File: config.mk
export PLATFORM = sky130hd
export DESIGN_NAME = efm_sel_pipe
export DESIGN_NICKNAME = d
export VERILOG_FILES = /design/src/rtl/efm_pkg.sv /design/src/rtl/efm_lfsr.sv /design/src/rtl/efm_sel_pipe.sv
export SDC_FILE = /design/constraint.sdc
export NUM_CORES = 1
export LEC_CHECK = 0
export CORE_MARGIN = 3
export CORE_UTILIZATION = 30
export DETAILED_ROUTE_END_ITERATION = 8
export PLACE_DENSITY = 0.53
export SYNTH_ARGS = -nofsm -noshare
export SYNTH_HDL_FRONTEND = slang
export SYNTH_SLANG_ARGS = --single-unit
File: constraint.sdc
create_clock -name i_clk -period 6.9 [get_ports i_clk]
set_input_delay 0.69 -clock i_clk [delete_from_list [all_inputs] [get_ports i_clk]]
set_output_delay 0.69 -clock i_clk [all_outputs]
set_load 0.01 [all_outputs]
File: src/rtl/efm_pkg.sv
// rtl/efm_pkg.sv - shared constants and width-mask helper for the EFM stage
package efm_pkg;

  localparam int EFM_LFSR_WIDTH = 16;
  localparam logic [EFM_LFSR_WIDTH-1:0] EFM_LFSR_TAPS = 16'hB400;

  // Mask of the n low bits, with n clamped to the accumulator width w.
  function automatic logic [31:0] f_efm_mask(input logic [31:0] n, input logic [31:0] w);
    logic [31:0] ne;
    ne = (n > w) ? w : n;
    if (ne >= 32'd32) return 32'hFFFF_FFFF;
    return (32'd1 << ne) - 32'd1;
  endfunction

endpackage

File: src/rtl/efm_lfsr.sv
// rtl/efm_lfsr.sv - 16-bit Galois LFSR used as the dither source
module efm_lfsr
  import efm_pkg::*;
#(
  parameter logic [EFM_LFSR_WIDTH-1:0] P_INIT = 16'hACE1
) (
  input  logic                      i_clk,
  input  logic                      i_rst,
  input  logic                      i_en,
  output logic [EFM_LFSR_WIDTH-1:0] o_state
);

  always_ff @(posedge i_clk) begin
    if (i_rst) begin
      o_state <= P_INIT;
    end else if (i_en) begin
      o_state <= (o_state >> 1) ^ (o_state[0] ? EFM_LFSR_TAPS : '0);
    end
  end

endmodule

File: src/rtl/efm_sel_pipe.sv
// rtl/efm_sel_pipe.sv - selectable-width error-feedback modulator stage
module efm_sel_pipe
  import efm_pkg::*;
#(
  parameter int                        P_DATA_WIDTH = 8,
  parameter int                        P_SEL_WIDTH  = 4,
  parameter logic [31:0]               P_RST_SEED   = '0,
  parameter logic [EFM_LFSR_WIDTH-1:0] P_LFSR_INIT  = 16'hACE1
) (
  input  logic                    i_clk,
  input  logic                    i_rst,
  input  logic [P_SEL_WIDTH-1:0]  i_mash_bit,
  input  logic [P_DATA_WIDTH-1:0] i_seed,
  input  logic                    i_seed_load,
  input  logic                    i_valid,
  input  logic [P_DATA_WIDTH-1:0] i_efm_data,
  input  logic                    i_quantize,
  input  logic                    i_dither_en,
  output logic                    o_valid,
  output logic [P_DATA_WIDTH-1:0] o_efm_data,
  output logic                    o_quantize,
  output logic                    o_cfg_err
);

  localparam int                    W        = P_DATA_WIDTH;
  localparam logic [31:0]           W_U      = 32'(P_DATA_WIDTH);
  localparam logic [P_SEL_WIDTH-1:0] W_SEL   = P_SEL_WIDTH'(P_DATA_WIDTH);
  localparam logic [W-1:0]          RST_SEED = P_RST_SEED[W-1:0];

  logic [W-1:0]              residue;
  logic [P_SEL_WIDTH-1:0]    r_mode;
  logic [EFM_LFSR_WIDTH-1:0] lfsr_state;
  logic                      cfg_over;
  logic [P_SEL_WIDTH-1:0]    ne;
  logic [31:0]               mask32;
  logic [W-1:0]              mask;
  logic [W-1:0]              a;
  logic [W-1:0]              prev;
  logic [W:0]                sum;
  logic [W:0]                sum_shift;
  logic                      carry;
  logic                      accept;
  logic                      unused_bits;

  assign accept    = i_valid & ~i_seed_load;
  assign cfg_over  = {{(32-P_SEL_WIDTH){1'b0}}, i_mash_bit} > W_U;
  assign ne        = cfg_over ? W_SEL : i_mash_bit;
  assign mask32    = f_efm_mask(32'(ne), W_U);
  assign mask      = mask32[W-1:0];
  assign a         = (i_efm_data ^ {{(W-1){1'b0}}, i_dither_en & lfsr_state[0]}) & mask;
  // A width change flushes the residue: the seed restarts accumulation.
  assign prev      = (ne != r_mode) ? (i_seed & mask) : residue;
  assign sum       = {1'b0, a} + {1'b0, prev} + {{W{1'b0}}, i_quantize};
  assign sum_shift = sum >> ne;
  assign carry     = sum_shift[0];
  assign unused_bits = ^{mask32, lfsr_state, sum_shift};

  efm_lfsr #(
    .P_INIT (P_LFSR_INIT)
  ) u_lfsr (
    .i_clk   (i_clk),
    .i_rst   (i_rst),
    .i_en    (accept),
    .o_state (lfsr_state)
  );

  always_ff @(posedge i_clk) begin
    if (i_rst) begin
      residue    <= RST_SEED;
      r_mode     <= W_SEL;
      o_valid    <= 1'b0;
      o_efm_data <= '0;
      o_quantize <= 1'b0;
      o_cfg_err  <= 1'b0;
    end else begin
      if (cfg_over) o_cfg_err <= 1'b1;
      if (i_seed_load) begin
        residue <= i_seed & mask;
        r_mode  <= ne;
        o_valid <= 1'b0;
      end else if (i_valid) begin
        o_valid <= 1'b1;
        r_mode  <= ne;
        if (ne == '0) begin
          o_efm_data <= '0;
          o_quantize <= i_quantize;
        end else begin
          residue    <= sum[W-1:0] & mask;
          o_efm_data <= sum[W-1:0] & mask;
          o_quantize <= carry;
        end
      end else begin
        o_valid <= 1'b0;
      end
    end
  end

endmodule

==> Implementation_results.wiki <==
{| class="wikitable"
! Metric !! Value
|-
| Crit start category || input pin
|-
| Fmax achieved || 222.4 MHz
|-
| Multi-input gate area || 1413 um^2
|-
| Count of buffers from port buffering || 36
|-
| Critical hold path startpoint || u_lfsr.o_state[10]
|-
| Synthesis Warnings || 0
|-
| Net count after synthesis || 324
|-
| Final cycle utilization of the critical path || 65.15%
|-
| Maximum VDD drop || 0.1054 mV
|-
| Clock tree sinks || 39
|-
| Reg2Reg Capture Point || o_quantize
|-
| Worst relative slew slack || 51.33%
|-
| Die span in y || 93.65 um
|-
| Netlist cell types || 52
|-
| Worst flop-to-flop path startpoint || r_mode[2]
|-
| Clock tree from TritonCTS || built
|-
| Clk slew on worst S/H paths || 0.08 ns
|-
| Hold Violations, Final || 0
|-
| Crit path capture type || flop
|-
| Global placer's final weighted congestion || 0.8911
|-
| Boundary pin count || 37
|-
| Core box area || 7370 um^2
|-
| Postcts setup bufs || 0
|-
| Final setup vio count || 0
|-
| Latest clock arrival within the worst-skew pair || 0.30 ns
|-
| Required time worst endpoint || 7.09 ns
|-
| Met2 wire len || 2692 um
|-
| Number of DRC violations after detailed routing || 0
|-
| Total clock buffers created by CTS || 5
|-
| Leak || 0.001110 uW
|-
| Largest net degree at the start of global routing || 40
|-
| Sequential fraction of the synthesis area || 33.88%
|-
| Layout filler cell count || 792
|-
| Full die area || 8770 um^2
|-
| Number of gates resized after CTS || 0
|-
| Number of flip-flops and latches in the synthesized netlist || 39
|-
| Diodes inserted || 0
|-
| Number of hold buffers added after cts || 0
|-
| Highest signal layer in the routed design || met4
|-
| Number of nets with antenna violations after detailed routing || 0
|-
| Via count of the first global-routing pass || 2063
|-
| Worst min-delay path category || reg -> reg
|-
| Dominant cell type by area after synthesis || sky130_fd_sc_hd__dfxtp_1
|-
| Antenna violations before repair || 0
|-
| Number of vias in the routed layout || 2045
|-
| Sum of negative setup slack || 0 ns
|-
| Chip Width || 93.65 um
|-
| Worst-case clock buffer depth || 2
|-
| Final period demand of the worst path || 4.495 ns
|-
| Effective utilization at floorplan || 31.27%
|-
| Power, Total || 631.7 uW
|-
| Met1 WL || 3113 um
|-
| Share of synthesized flip-flops with an asynchronous set or reset || 0%
|-
| Combined global-route utilization of all metal layers || 14.91%
|-
| Layout cell share with drive strength beyond 1 || 8.202%
|-
| Run status || finished clean
|-
| Maximum fanout along the worst path || 21
|-
| Root buffer cell || sky130_fd_sc_hd__clkbuf_8
|-
| Routed wire length || 6153 um
|-
| Synth top area share || 33.88%
|-
| Count of flip-flops with a built-in enable after synthesis || 0
|-
| Area growth from synthesis to layout || 23.83%
|-
| Type of the worst setup path || in -> reg
|-
| Leading register cell type out of synthesis || sky130_fd_sc_hd__dfxtp_1
|-
| Remaining global-route overflow || 0
|-
| Detail Route met3 WL || 270 um
|-
| Worst path arrival time || 4.68 ns
|-
| P per Cell Area || 221.4 nW/um^2
|-
| Max H-tree Level || 2
|-
| Pins over their slew limit || 0
|-
| Global-route wire length before repair || 10280 um
|-
| Avg Vias per Cell || 4.916
|-
| Post-detail-place hpwl || 4385 um
|-
| Worst clock skew || 0.004397 ns
|-
| R2r worst-path depth || 12
|-
| Mean cell area of the mapped netlist || 8.002 um^2
|-
| Row count || 31
|-
| Mapped cell area || 2305 um^2
|-
| MaxCap Viol Count || 0
|-
| Drt pass-1 iters || 4
|-
| Reg2Reg Setup Slack || 3.51 ns
|-
| Sequential cell area || 780.7 um^2
|-
| Mean routed wirelength per cell || 14.79 um
|-
| Most area-consuming cells after synthesis || sky130_fd_sc_hd__dfxtp_1, sky130_fd_sc_hd__a21oi_1, sky130_fd_sc_hd__nand2_1
|-
| Number of cells produced by synthesis || 288
|-
| End of the worst hold path || u_lfsr.o_state[9]
|-
| Transition time at the pin with the least slew margin || 0.7278 ns
|-
| Min-Delay Path Depth || 2
|-
| DRT iter0 DRCs || 96
|-
| Post-layout net count || 352
|-
| End-of-flow core utilization || 38.73%
|-
| Setup repair after global routing missed its margin || no
|}
[synth_stat cells (all sizes together) (7+ instances only)]
| library cell | number |
|---|---|
| nand2 | 44 |
| dfxtp | 39 |
| a21oi | 36 |
| nor2 | 28 |
| clkbuf | 11 |
| nor2b | 11 |
| and2 | 9 |
| ha | 8 |
| nor3 | 8 |
| o21ai | 8 |
| buf | 7 |
| nand3b | 7 |
[registers in the layout (all words and copies together), names as in the netlist]
name	cells
o_cfg_err	1
o_efm_data	8
o_quantize	1
o_valid	1
r_mode	4
residue	8
u_lfsr.o_state	16
[cells by family after synthesis]
logic type | synth area share [%]
AO/OA/AOI/OAI | 19.16
XOR/XNOR | 4.560
adder cells (fa/ha/maj) | 6.081
buffers and inverters | 4.831
flip-flops | 33.88
multiplexers | 4.234
AND/OR/NAND/NOR | 27.25
[worst max-delay path, cell delays in order]
cell,delay (ns)
sky130_fd_sc_hd__clkdlybuf4s50_1,0.78
sky130_fd_sc_hd__or2_4,0.45
sky130_fd_sc_hd__nor3_4,0.36
sky130_fd_sc_hd__inv_4,0.11
sky130_fd_sc_hd__ha_1,0.26
sky130_fd_sc_hd__xor2_1,0.30
sky130_fd_sc_hd__nand2_1,0.09
sky130_fd_sc_hd__mux2i_1,0.16
sky130_fd_sc_hd__ha_1,0.30
sky130_fd_sc_hd__nand2b_1,0.12
sky130_fd_sc_hd__a21oi_1,0.10
sky130_fd_sc_hd__o311a_1,0.32
sky130_fd_sc_hd__o31a_1,0.27
sky130_fd_sc_hd__o31ai_1,0.26
sky130_fd_sc_hd__o41ai_1,0.10
[layer usage]
layer / vias to the layer above / GRT usage [%]
met1: 944 / 20.32
met3: 7 / 2.644
met4: 0 / 4.693
li1: 1051 / -
met2: 43 / 23.94
met5: - / 0
[placed cells by master (no fill, tap or decap), types with 6 or more instances in the layout]
cell | synthesis | routed
sky130_fd_sc_hd__nand3b_1 | 7 | 7
sky130_fd_sc_hd__clkdlybuf4s50_1 | 0 | 36
sky130_fd_sc_hd__dfxtp_1 | 39 | 39
sky130_fd_sc_hd__nor3_1 | 7 | 7
sky130_fd_sc_hd__nor2b_1 | 11 | 11
sky130_fd_sc_hd__mux2_2 | 6 | 6
sky130_fd_sc_hd__xor2_1 | 6 | 6
sky130_fd_sc_hd__ha_1 | 8 | 8
sky130_fd_sc_hd__and2_1 | 8 | 8
sky130_fd_sc_hd__o21ai_0 | 7 | 7
sky130_fd_sc_hd__a21oi_1 | 36 | 36
sky130_fd_sc_hd__xnor2_1 | 6 | 6
sky130_fd_sc_hd__nor2_1 | 27 | 27
sky130_fd_sc_hd__nand2_1 | 44 | 44
[per-stage QoR]
step | area [um^2] | worst slack [ns] | hold slack, ns | instances
5_1_grt | 2854 | 2.027 | 0.4846 | 416
4_1_cts | 2854 | 2.414 | 0.4597 | 416
2_1_floorplan | 2305 | 3.377 | 0.4319 | 288
3_5_place_dp | 2721 | 2.079 | 0.4471 | 408
3_3_place_gp | 2721 | 2.078 | 0.4404 | 408
6_report | 2854 | 2.405 | 0.4547 | 416
[worst max-delay path by stage]
stage	start	slack, ns	end
final	i_mash_bit[3]	2.40	o_quantize
after global routing	i_mash_bit[3]	2.03	o_quantize
after CTS	i_mash_bit[3]	2.41	o_quantize
after detailed placement	i_mash_bit[3]	2.08	o_quantize
after global placement	i_mash_bit[3]	2.08	o_quantize
after floorplan	i_mash_bit[0]	3.38	residue[4]
[final cells by class]
cell class	count	area share [%]
multi-input combinational	226	49.50
clock inverter	2	2.104
inverter	5	0.7453
timing repair buffer	39	13.42
sequential	39	27.36
clock buffer	6	2.543
tap	99	4.340
[power by group]
group	total [uW]	internal [uW]	switching, uW
Sequential	249	240	8.90
Combinational	153	71.9	81.4
Clock	230	145	85.3
Total	632	456	176
Note: power is estimated with default switching activity, not from simulation.
